==> src/rtl/tile_draw_scheduler.sv <==
// Walks every cell of the sliding-puzzle board, fetches its tile value and launches one or two
// digit draws on the shared drawer. Optional build macro: TILE_SKIP_BLANK_EN (blank cells not drawn).
module tile_draw_scheduler #(
    parameter int         GRID    = 4,
    parameter int         TILE_W  = 30,
    parameter int         TILE_H  = 30,
    parameter int         X0      = 20,
    parameter int         Y0      = 0,
    parameter int         XPAD    = 7,
    parameter int         YPAD    = 4,
    parameter int         DIGIT_W = 8,
    parameter logic [2:0] FG      = 3'b111,
    parameter logic [2:0] HL      = 3'b100,
    parameter logic [2:0] BG      = 3'b000
) (
    input  logic       clk,
    input  logic       reset,
    input  logic       start,
    input  logic [3:0] sel_tile,
    output logic [3:0] board_addr,
    input  logic [3:0] board_data,
    output logic       drw_start,
    input  logic       drw_done,
    output logic [7:0] drw_x,
    output logic [6:0] drw_y,
    output logic [3:0] drw_digit,
    output logic [2:0] drw_colour,
    output logic       busy,
    output logic       done
);

    localparam logic [2:0] IDLE   = 3'd0;
    localparam logic [2:0] FETCH  = 3'd1;
    localparam logic [2:0] LATCH  = 3'd2;
    localparam logic [2:0] LAUNCH = 3'd3;
    localparam logic [2:0] WAIT   = 3'd4;
    localparam logic [2:0] NEXT   = 3'd5;
    localparam logic [2:0] FIN    = 3'd6;

    localparam logic [3:0] LAST_IDX = 4'(GRID * GRID - 1);

    logic [2:0] stateReg;
    logic [3:0] idxReg;
    logic [3:0] unitsReg;
    logic       unitsPendingReg;
    logic [7:0] cellX;
    logic [6:0] cellY;
    logic [2:0] cellColour;

    // Origin of the first digit inside the current cell; results are truncated to port widths.
    assign cellX      = 8'(X0 + (int'(idxReg) % GRID) * TILE_W + XPAD);
    assign cellY      = 7'(Y0 + (int'(idxReg) / GRID) * TILE_H + YPAD);
    assign cellColour = (idxReg == sel_tile) ? HL : FG;

    always_ff @(posedge clk) begin
        if (reset) begin
            stateReg        <= IDLE;
            idxReg          <= '0;
            unitsReg        <= '0;
            unitsPendingReg <= 1'b0;
            board_addr      <= '0;
            drw_start       <= 1'b0;
            drw_x           <= '0;
            drw_y           <= '0;
            drw_digit       <= '0;
            drw_colour      <= '0;
            busy            <= 1'b0;
            done            <= 1'b0;
        end else begin
            drw_start <= 1'b0;
            done      <= 1'b0;
            case (stateReg)
                IDLE: begin
                    if (start) begin
                        stateReg   <= FETCH;
                        idxReg     <= '0;
                        board_addr <= '0;
                        busy       <= 1'b1;
                    end
                end
                FETCH: stateReg <= LATCH;
                LATCH: begin
                    if (board_data == 4'd0) begin
`ifdef TILE_SKIP_BLANK_EN
                        stateReg <= NEXT;
`else
                        // Blank cell: draw a background-coloured 0 to erase whatever was there.
                        drw_x           <= cellX;
                        drw_y           <= cellY;
                        drw_digit       <= 4'd0;
                        drw_colour      <= BG;
                        unitsPendingReg <= 1'b0;
                        drw_start       <= 1'b1;
                        stateReg        <= LAUNCH;
`endif
                    end else if (board_data >= 4'd10) begin
                        drw_x           <= cellX;
                        drw_y           <= cellY;
                        drw_digit       <= 4'd1;
                        drw_colour      <= cellColour;
                        unitsReg        <= board_data - 4'd10;
                        unitsPendingReg <= 1'b1;
                        drw_start       <= 1'b1;
                        stateReg        <= LAUNCH;
                    end else begin
                        drw_x           <= cellX;
                        drw_y           <= cellY;
                        drw_digit       <= board_data;
                        drw_colour      <= cellColour;
                        unitsPendingReg <= 1'b0;
                        drw_start       <= 1'b1;
                        stateReg        <= LAUNCH;
                    end
                end
                LAUNCH: stateReg <= WAIT;
                WAIT: begin
                    if (drw_done) begin
                        if (unitsPendingReg) begin
                            drw_x           <= drw_x + 8'(DIGIT_W);
                            drw_digit       <= unitsReg;
                            unitsPendingReg <= 1'b0;
                            drw_start       <= 1'b1;
                            stateReg        <= LAUNCH;
                        end else begin
                            stateReg <= NEXT;
                        end
                    end
                end
                NEXT: begin
                    if (idxReg == LAST_IDX) begin
                        stateReg <= FIN;
                        done     <= 1'b1;
                    end else begin
                        idxReg     <= idxReg + 4'd1;
                        board_addr <= idxReg + 4'd1;
                        stateReg   <= FETCH;
                    end
                end
                FIN: begin
                    busy     <= 1'b0;
                    stateReg <= IDLE;
                end
                default: stateReg <= IDLE;
            endcase
        end
    end

endmodule

==> config.mk <==
export PLATFORM = sky130hd
export DESIGN_NAME = tile_draw_scheduler
export DESIGN_NICKNAME = d
export VERILOG_FILES = /design/src/rtl/tile_draw_scheduler.sv
export SDC_FILE = /design/constraint.sdc
export NUM_CORES = 1
export LEC_CHECK = 0
export BUFFER_PORTS_ARGS = -buffer_cell sky130_fd_sc_hd__buf_2
export CELL_PAD_IN_SITES_DETAIL_PLACEMENT = 0
export CELL_PAD_IN_SITES_GLOBAL_PLACEMENT = 1
export CORE_MARGIN = 5
export CORE_UTILIZATION = 39
export DETAILED_ROUTE_END_ITERATION = 7
export PLACE_DENSITY = 0.78
export SETUP_SLACK_MARGIN = 0.4
export SLEW_MARGIN = 20
export SYNTH_ARGS = -nofsm -noshare
export SYNTH_HDL_FRONTEND = slang
export SYNTH_SLANG_ARGS = --single-unit
==> constraint.sdc <==
create_clock -name clk -period 2.2 [get_ports clk]
set_input_delay 0.44 -clock clk [delete_from_list [all_inputs] [get_ports clk]]
set_output_delay 0.44 -clock clk [all_outputs]
set_load 0.05 [all_outputs]
# Yosys cells after proc, flatten, opt, wreduce, memory -nomap -nowiden
# Index checks and enable logic that the tools add are counted.
[totals]
regBits = 37
latch_bits = 0
ram_bits = 0
mem_bits_ro = 0
output_inout_bits = 29
mem_count = 0
[op_classes]
n_addsub = 6
multipliers = 2
n_div = 0
magnitude_cmp = 1
eq_ne = 12
shift = 0
mux = 28
bitwise_logic = 2
reduce_logical = 12
[ops]
columns = ["operator", "count"]
rows = [
  ["two-way mux 4 bit", 6],
  ["case mux 3 bit (6 select lines)", 1],
  ["two-way mux 8 bit", 2],
  ["case mux 4 bit (2 select lines)", 2],
  ["case mux 8 bit (2 select lines)", 1],
  ["two-way mux 3 bit", 5],
  ["multiplier 2 x 4 -> 6 bit, second input constant", 2],
  ["== test 3 bit, second input constant", 3],
  ["AND reduction 3 bit", 3],
  ["adder 5 x 7 -> 8 bit, first input constant", 1],
  ["adder 8 x 3 -> 8 bit, second input constant", 1],
  ["adder 8 x 4 -> 8 bit, second input constant", 1],
  ["!= test 2 bit, second input constant", 4],
  ["adder 7 x 3 -> 7 bit, second input constant", 1],
  ["two-way mux 1 bit", 7],
  ["== test 3 x 2 -> 1 bit, second input constant", 2],
  ["case mux 1 bit (2 select lines)", 3],
  ["AND reduction 2 bit", 3],
  ["nonzero test 2 bit", 3],
  ["adder 4 x 1 -> 4 bit, second input constant", 1],
  ["== test 4 bit", 1],
  ["== test 4 bit, second input constant", 1],
  [">= comparator 4 bit, second input constant", 1],
  ["logical NOT 4 bit", 1],
  ["other kinds (6)", 7],
]

# Logic depth before layout (Yosys ltp)
[depth]
depth_word = 4
mapped_depth = 6
depth_no_buf = 6

# Least setup slack after synthesis
# OpenSTA, ideal clock, no wires.
[synth_timing]
path_type = "register to register"
startpoint = "reg idxReg[0]"
endpoint = "reg idxReg[3]"
setup_ps = 70
t_arrival_ps = 1855
t_required_ps = 2130
setup_slack_ps = 275
path_stages_with_launch = 5
n_path_buf = 0
period_less_slack_ps = 1925
cell_sequence = "dfxtp_1 -> inv_2 -> or4_1 -> or3_1 -> a21oi_1"
[synth_between]
elab_chain_len = 3
word_cells_on_any_way = 6
[synth_rtl]
columns = ["item", "line_no", "rtl"]
rows = [
  ["from (decl)", "43", "logic [3:0] idxReg;"],
  ["from (signal assigned)", "134", "idxReg <= idxReg + 4'd1;"],
  ["adder 4 x 1 -> 4 bit / == test 4 bit (equally long branches)", "134, 130", ""],
  ["two-way mux 4 bit / != test 2 bit (equally long branches)", "n/a", ""],
  ["case mux 4 bit (2 select lines) / AND reduction 3 bit (equally long branches)", "n/a", ""],
]
# Several ways; a longest one is shown, not always the timed one. The select of a mux whose other input is x is not followed.
# A chain may end at the register's enable or synchronous reset.

# Worst setup path in the final report
[layout_timing]
startpoint = "reg stateReg[2]"
endpoint = "reg drw_x[7]"
[layout_between]
elab_chain_len = 3
word_cells_on_any_way = 7
[layout_rtl]
columns = ["item", "line_no", "rtl"]
rows = [
  ["from (decl)", "42", "logic [2:0] stateReg;"],
  ["from (signal assigned)", "57", "stateReg <= IDLE;"],
  ["from (signal assigned)", "75", "stateReg <= FETCH;"],
  ["from (signal assigned)", "81", "FETCH: stateReg <= LATCH;"],
  ["== test 3 bit / == test 3 x 2 -> 1 bit (equally long branches)", "72", "case (stateReg)"],
  ["!= test 2 bit (no source line) / nonzero test 2 bit (equally long branches)", "n/a", ""],
  ["AND reduction 3 bit (no source line)", "n/a", ""],
  ["to (signal assigned)", "88", "drw_x <= cellX;"],
  ["to (signal assigned)", "97", "drw_x <= cellX;"],
  ["to (signal assigned)", "106", "drw_x <= cellX;"],
  ["to (decl)", "24", "output logic [7:0] drw_x,"],
]
# Several ways; a longest one is shown, not always the timed one.

==> results.md <==
Synth:
- The biggest area contributor in the post-synthesis netlist is sky130_fd_sc_hd__dfxtp_1.
- The instance count of the mapped netlist is 210.
- The average instance in the mapped netlist occupies between 8 and 9 sq um.
- After synthesis, the netlist uses 49 different library cells.
- The flip-flop cell with the highest count after synthesis is sky130_fd_sc_hd__dfxtp_1.
- During synthesis, Yosys emitted a total of 0 warnings.
- After synthesis, the cell types taking the most area are sky130_fd_sc_hd__dfxtp_1 (38%), sky130_fd_sc_hd__ha_1 (8.4%), sky130_fd_sc_hd__nand2_1 (5.2%), sky130_fd_sc_hd__a21oi_1 (4.7%), sky130_fd_sc_hd__nor2_1 (4.2%).
- The cell area that synthesis handed to floorplanning was 1792 sq um.
- The area share of the largest cell type after synthesis is a little under two fifths.
- Summing the sequential cell areas from Yosys gives between 30% and 40% of the chip area.
- The synthesized design contains 0 enable-type register cells.
- The number of nets in the synthesized netlist is roughly 230.
- The share of synthesized registers carrying an async set or reset is 0%.
- The flip-flop and latch count after synthesis is 34.

Route:
- For this block, the initial DRC count from the detailed router was 83.
- The routed length per placed instance is roughly 14 um.
- The count of vias placed by the detailed router is between 1500 and 2000.
- The detailed-route DRC error count is 0.
- The iteration count of the initial detailed-routing pass is 4.
- The total detailed-routing wirelength is between 4000 and 5000 um.
- Dividing the detail-routed via count by the number of cells gives between 5 and 6.
- The count of nets left with antenna violations once routing finished came out at 0.

CTS:
- After clock tree synthesis, the repair step resized 2 gates.
- After clock tree synthesis, the flow added hold-fix buffers numbering 0.
- The later pin in the worst-skew pair is clocked with a latency of between 0.2 and 0.3 ns.
- The clock drives 34 sinks.
- TritonCTS created 5 clock buffers.
- Clock-pin slew was measured on the worst setup and hold paths at about 0.07 ns.
- The number of H-tree branching levels is 2.
- In this run the post-CTS setup repair buffer count came out at 0.
- The root buffer selected by CTS is sky130_fd_sc_hd__clkbuf_8.
- In this run the deepest clock path goes through 2 buffers.
- TritonCTS built the clock tree.

Placed design:
- The post-detailed-placement cell area is slightly below 2000 sq um.
- The setup slack at placement is approximately 0.37 ns.
- At the end of routability-driven placement, the weighted congestion stood at ~0.75.
- The count of buffers added on input and output ports is 39.
- After legalization and detailed placement, the total HPWL measured approximately 2900 um.

Global route:
- The pin count of the biggest net entering global routing is 34.
- The number of antenna violations at the first check in global routing is 0.
- The first global-routing pass estimated around 6900 um of wire.
- The aggregate global routing overflow is 0.
- The via count of the first global-routing pass is ~1500.
- The total routing usage reported by global routing is between 10% and 20%.

Critical path:
- The arrival time at the worst endpoint is roughly 1.9 ns.
- In this run the critical register-to-register path is captured at drw_x[7]$_SDFFE_PP0P_.
- For the worst flop-to-flop path, the logic depth is 4.
- STA classifies the critical path endpoint as a register.
- The startpoint identified for the worst register-to-register timing path is stateReg[2]$_SDFFE_PP0P_.
- The most critical setup path has its endpoint at drw_x[7]$_SDFFE_PP0P_.
- The category of the critical setup timing path is reg2reg.
- The data required time at the worst endpoint is between 2 and 2.5 ns.
- The worst-path maximum fanout is 15.
- The startpoint of the most critical setup path is stateReg[2]$_SDFFE_PP0P_.
- The setup check on the worst reg-to-reg path leaves a slack of 0.50 ns.
- The kind of start point of the critical path is a register.

Floorplan:
- The number of ports placed on the die boundary is 41.
- The core box area is 4414 sq um.
- The initial standard-cell utilization of the core is 40.59%.
- From left edge to right edge, the die measures around 78 um.
- In this run the core area contains 24 standard-cell rows.
- The floorplan step set the die height to approximately 80 um.
- The floorplan step defined a die boundary enclosing between 6000 and 7000 sq um.

Timing:
- The worst path in the final design needs a cycle of ~1.7 ns, including I/O delays and setup.
- The remaining max-slew budget at the tightest pin is 61.14%.
- Adding up every negative setup slack in the final design gives 0 ns.
- Between clock sinks in the finished design, the worst skew comes to 0.01000 ns.
- At the pin with the least slew margin, the transition time is ~0.58 ns.
- The final period utilization is 77.41%.
- Setup repair after global routing could not meet its margin everywhere.
- The total count of max-transition violations in the final report is 0.
- The final count of negative-setup-slack endpoints is 0.
- On the final layout, the worst hold slack is 0.4067 ns.
- The number of hold violations in the final report is 0.
- Derived from the worst setup path, the maximum achievable clock frequency is roughly 590 MHz.
- The worst-case setup margin in the final layout is approximately 0.5 ns.

Hold path:
- The startpoint of the tightest hold check path is board_data[1].
- The type of the tightest min-delay check is in2reg.

Power:
- The design draws approximately 1.5 mW.
- Sequential cells account for a little under half of the total power.
- The power density over the cells is about 710 nW/um^2.
- The relative contribution of combinational cells to total power is between 20% and 30%.
- The internal power summed over all cells is about 1 mW.
- The clock network power share is 33.0%.
- The proportion of total power due to net switching is about a third.
- In this run the static leakage power is around 0.86 nW.
- The net switching power figure is ~0.48 mW.
- The peak ir drop on the vdd network is 0.3507 mV.

Final layout:
- Fill cells in the final layout number 457.
- The number of antenna diodes in the final layout is 0.
- For this run, the post-layout net count is around 270.
- Summing all non-filler instances in the final layout gives an area of ~2100 sq um.
- Compared with the post-synthesis result, the final layout area differs by 16.48%.
- The share of cells above drive strength 1 is 25.00%.

Job:
- Across the run, the number of max-cap violations was 0.

Run status:
- The run finished with clean final reports.
## power by group through the flow
stage	clock network, mW	registers, mW	logic [mW]
after floorplan	0	0.770	0.167
after global placement	0	0.703	0.304
after detailed placement	0	0.704	0.303
after CTS	0.498	0.691	0.304
after global routing	0.527	0.700	0.334
final	0.490	0.692	0.301
## how the worst min path moves through the flow
stage	end	slack, ns	cells past startpoint
CTS	unitsReg[1]$_SDFFE_PP0P_	0.39	2
finish	unitsReg[1]$_SDFFE_PP0P_	0.41	2
detailed placement	drw_colour[2]$_SDFFE_PP0N_	0.45	2
global route	unitsReg[1]$_SDFFE_PP0P_	0.42	2
global placement	drw_colour[2]$_SDFFE_PP0N_	0.45	2
floorplan	drw_digit[3]$_SDFFE_PP0P_	0.45	2
## cell usage after synthesis (4+ instances only)
| master | n |
|---|---|
| sky130_fd_sc_hd__a211oi_1 | 5 |
| sky130_fd_sc_hd__a21oi_1 | 17 |
| sky130_fd_sc_hd__buf_4 | 5 |
| sky130_fd_sc_hd__clkbuf_1 | 8 |
| sky130_fd_sc_hd__dfxtp_1 | 34 |
| sky130_fd_sc_hd__ha_1 | 12 |
| sky130_fd_sc_hd__inv_1 | 5 |
| sky130_fd_sc_hd__nand2_1 | 25 |
| sky130_fd_sc_hd__nand2b_1 | 5 |
| sky130_fd_sc_hd__nand3b_1 | 4 |
| sky130_fd_sc_hd__nor2_1 | 20 |
| sky130_fd_sc_hd__nor3_1 | 8 |
| sky130_fd_sc_hd__xnor2_1 | 5 |
## flip-flops by register name (all words and copies together), names as in the netlist
register and cells:
drw_x 8, busy 1, unitsReg 4, idxReg 4, drw_y 5, stateReg 3
unitsPendingReg 1, drw_start 1, done 1, drw_digit 4, drw_colour 2
## through the flow
step	instances	utilization (%)
final	296	47.28
after global routing	296	47.28
after CTS	296	47.11
after detailed placement	288	44.98
after global placement	288	44.98
after floorplan	210	-
## cell type report
| class | instances | area, sq um | area share, % |
|---|---|---|---|
| Clock inverter | 1 | 5.005 | 0.2398 |
| Tap cell | 52 | 65.06 | 3.118 |
| Clock buffer | 7 | 86.33 | 4.137 |
| Multi-Input combinational cell | 155 | 1011 | 48.44 |
| Inverter | 6 | 22.52 | 1.079 |
| Timing Repair Buffer | 41 | 210.2 | 10.07 |
| Sequential cell | 34 | 686.9 | 32.91 |
## metal layers
metal,wire length [um],GRT usage (%)
met2,1835,21.95
met4,60,5.155
met5,0,0
met1,1927,18.48
met3,242,3.704
## cell usage in the layout, fill, tap and decap left out, drive strengths merged, types with 4 or more instances in the layout
cell / count
xnor2: 5
nand3b: 4
a211oi: 5
dfxtp: 34
nand2b: 5
a21oi: 18
o21ai: 5
nor3b: 4
nand2: 25
nor3: 8
buf: 41
clkbuf: 7
nor2: 21
inv: 6
ha: 12
## cells by family (layout without fill, tap and decap cells)
kind of cell | after synthesis | in the layout | synth area share, %
AO/OA/AOI/OAI | 45 | 45 | 16.27
XOR/XNOR | 7 | 7 | 3.422
adder cells (fa/ha/maj) | 12 | 12 | 8.380
buffers and inverters | 21 | 55 | 5.936
flip-flops | 34 | 34 | 37.99
multiplexers | 3 | 3 | 1.676
other | 1 | 1 | 0.2093
AND/OR/NAND/NOR | 87 | 87 | 26.12
## worst max-delay path, cell delays in order (launching register included)
cell                       delay, ns
sky130_fd_sc_hd__dfxtp_2        0.48
sky130_fd_sc_hd__nand4b_1       0.24
sky130_fd_sc_hd__a21o_1         0.33
sky130_fd_sc_hd__or4_1          0.49
sky130_fd_sc_hd__o31ai_1        0.08
(Power assumes the default switching activity.)
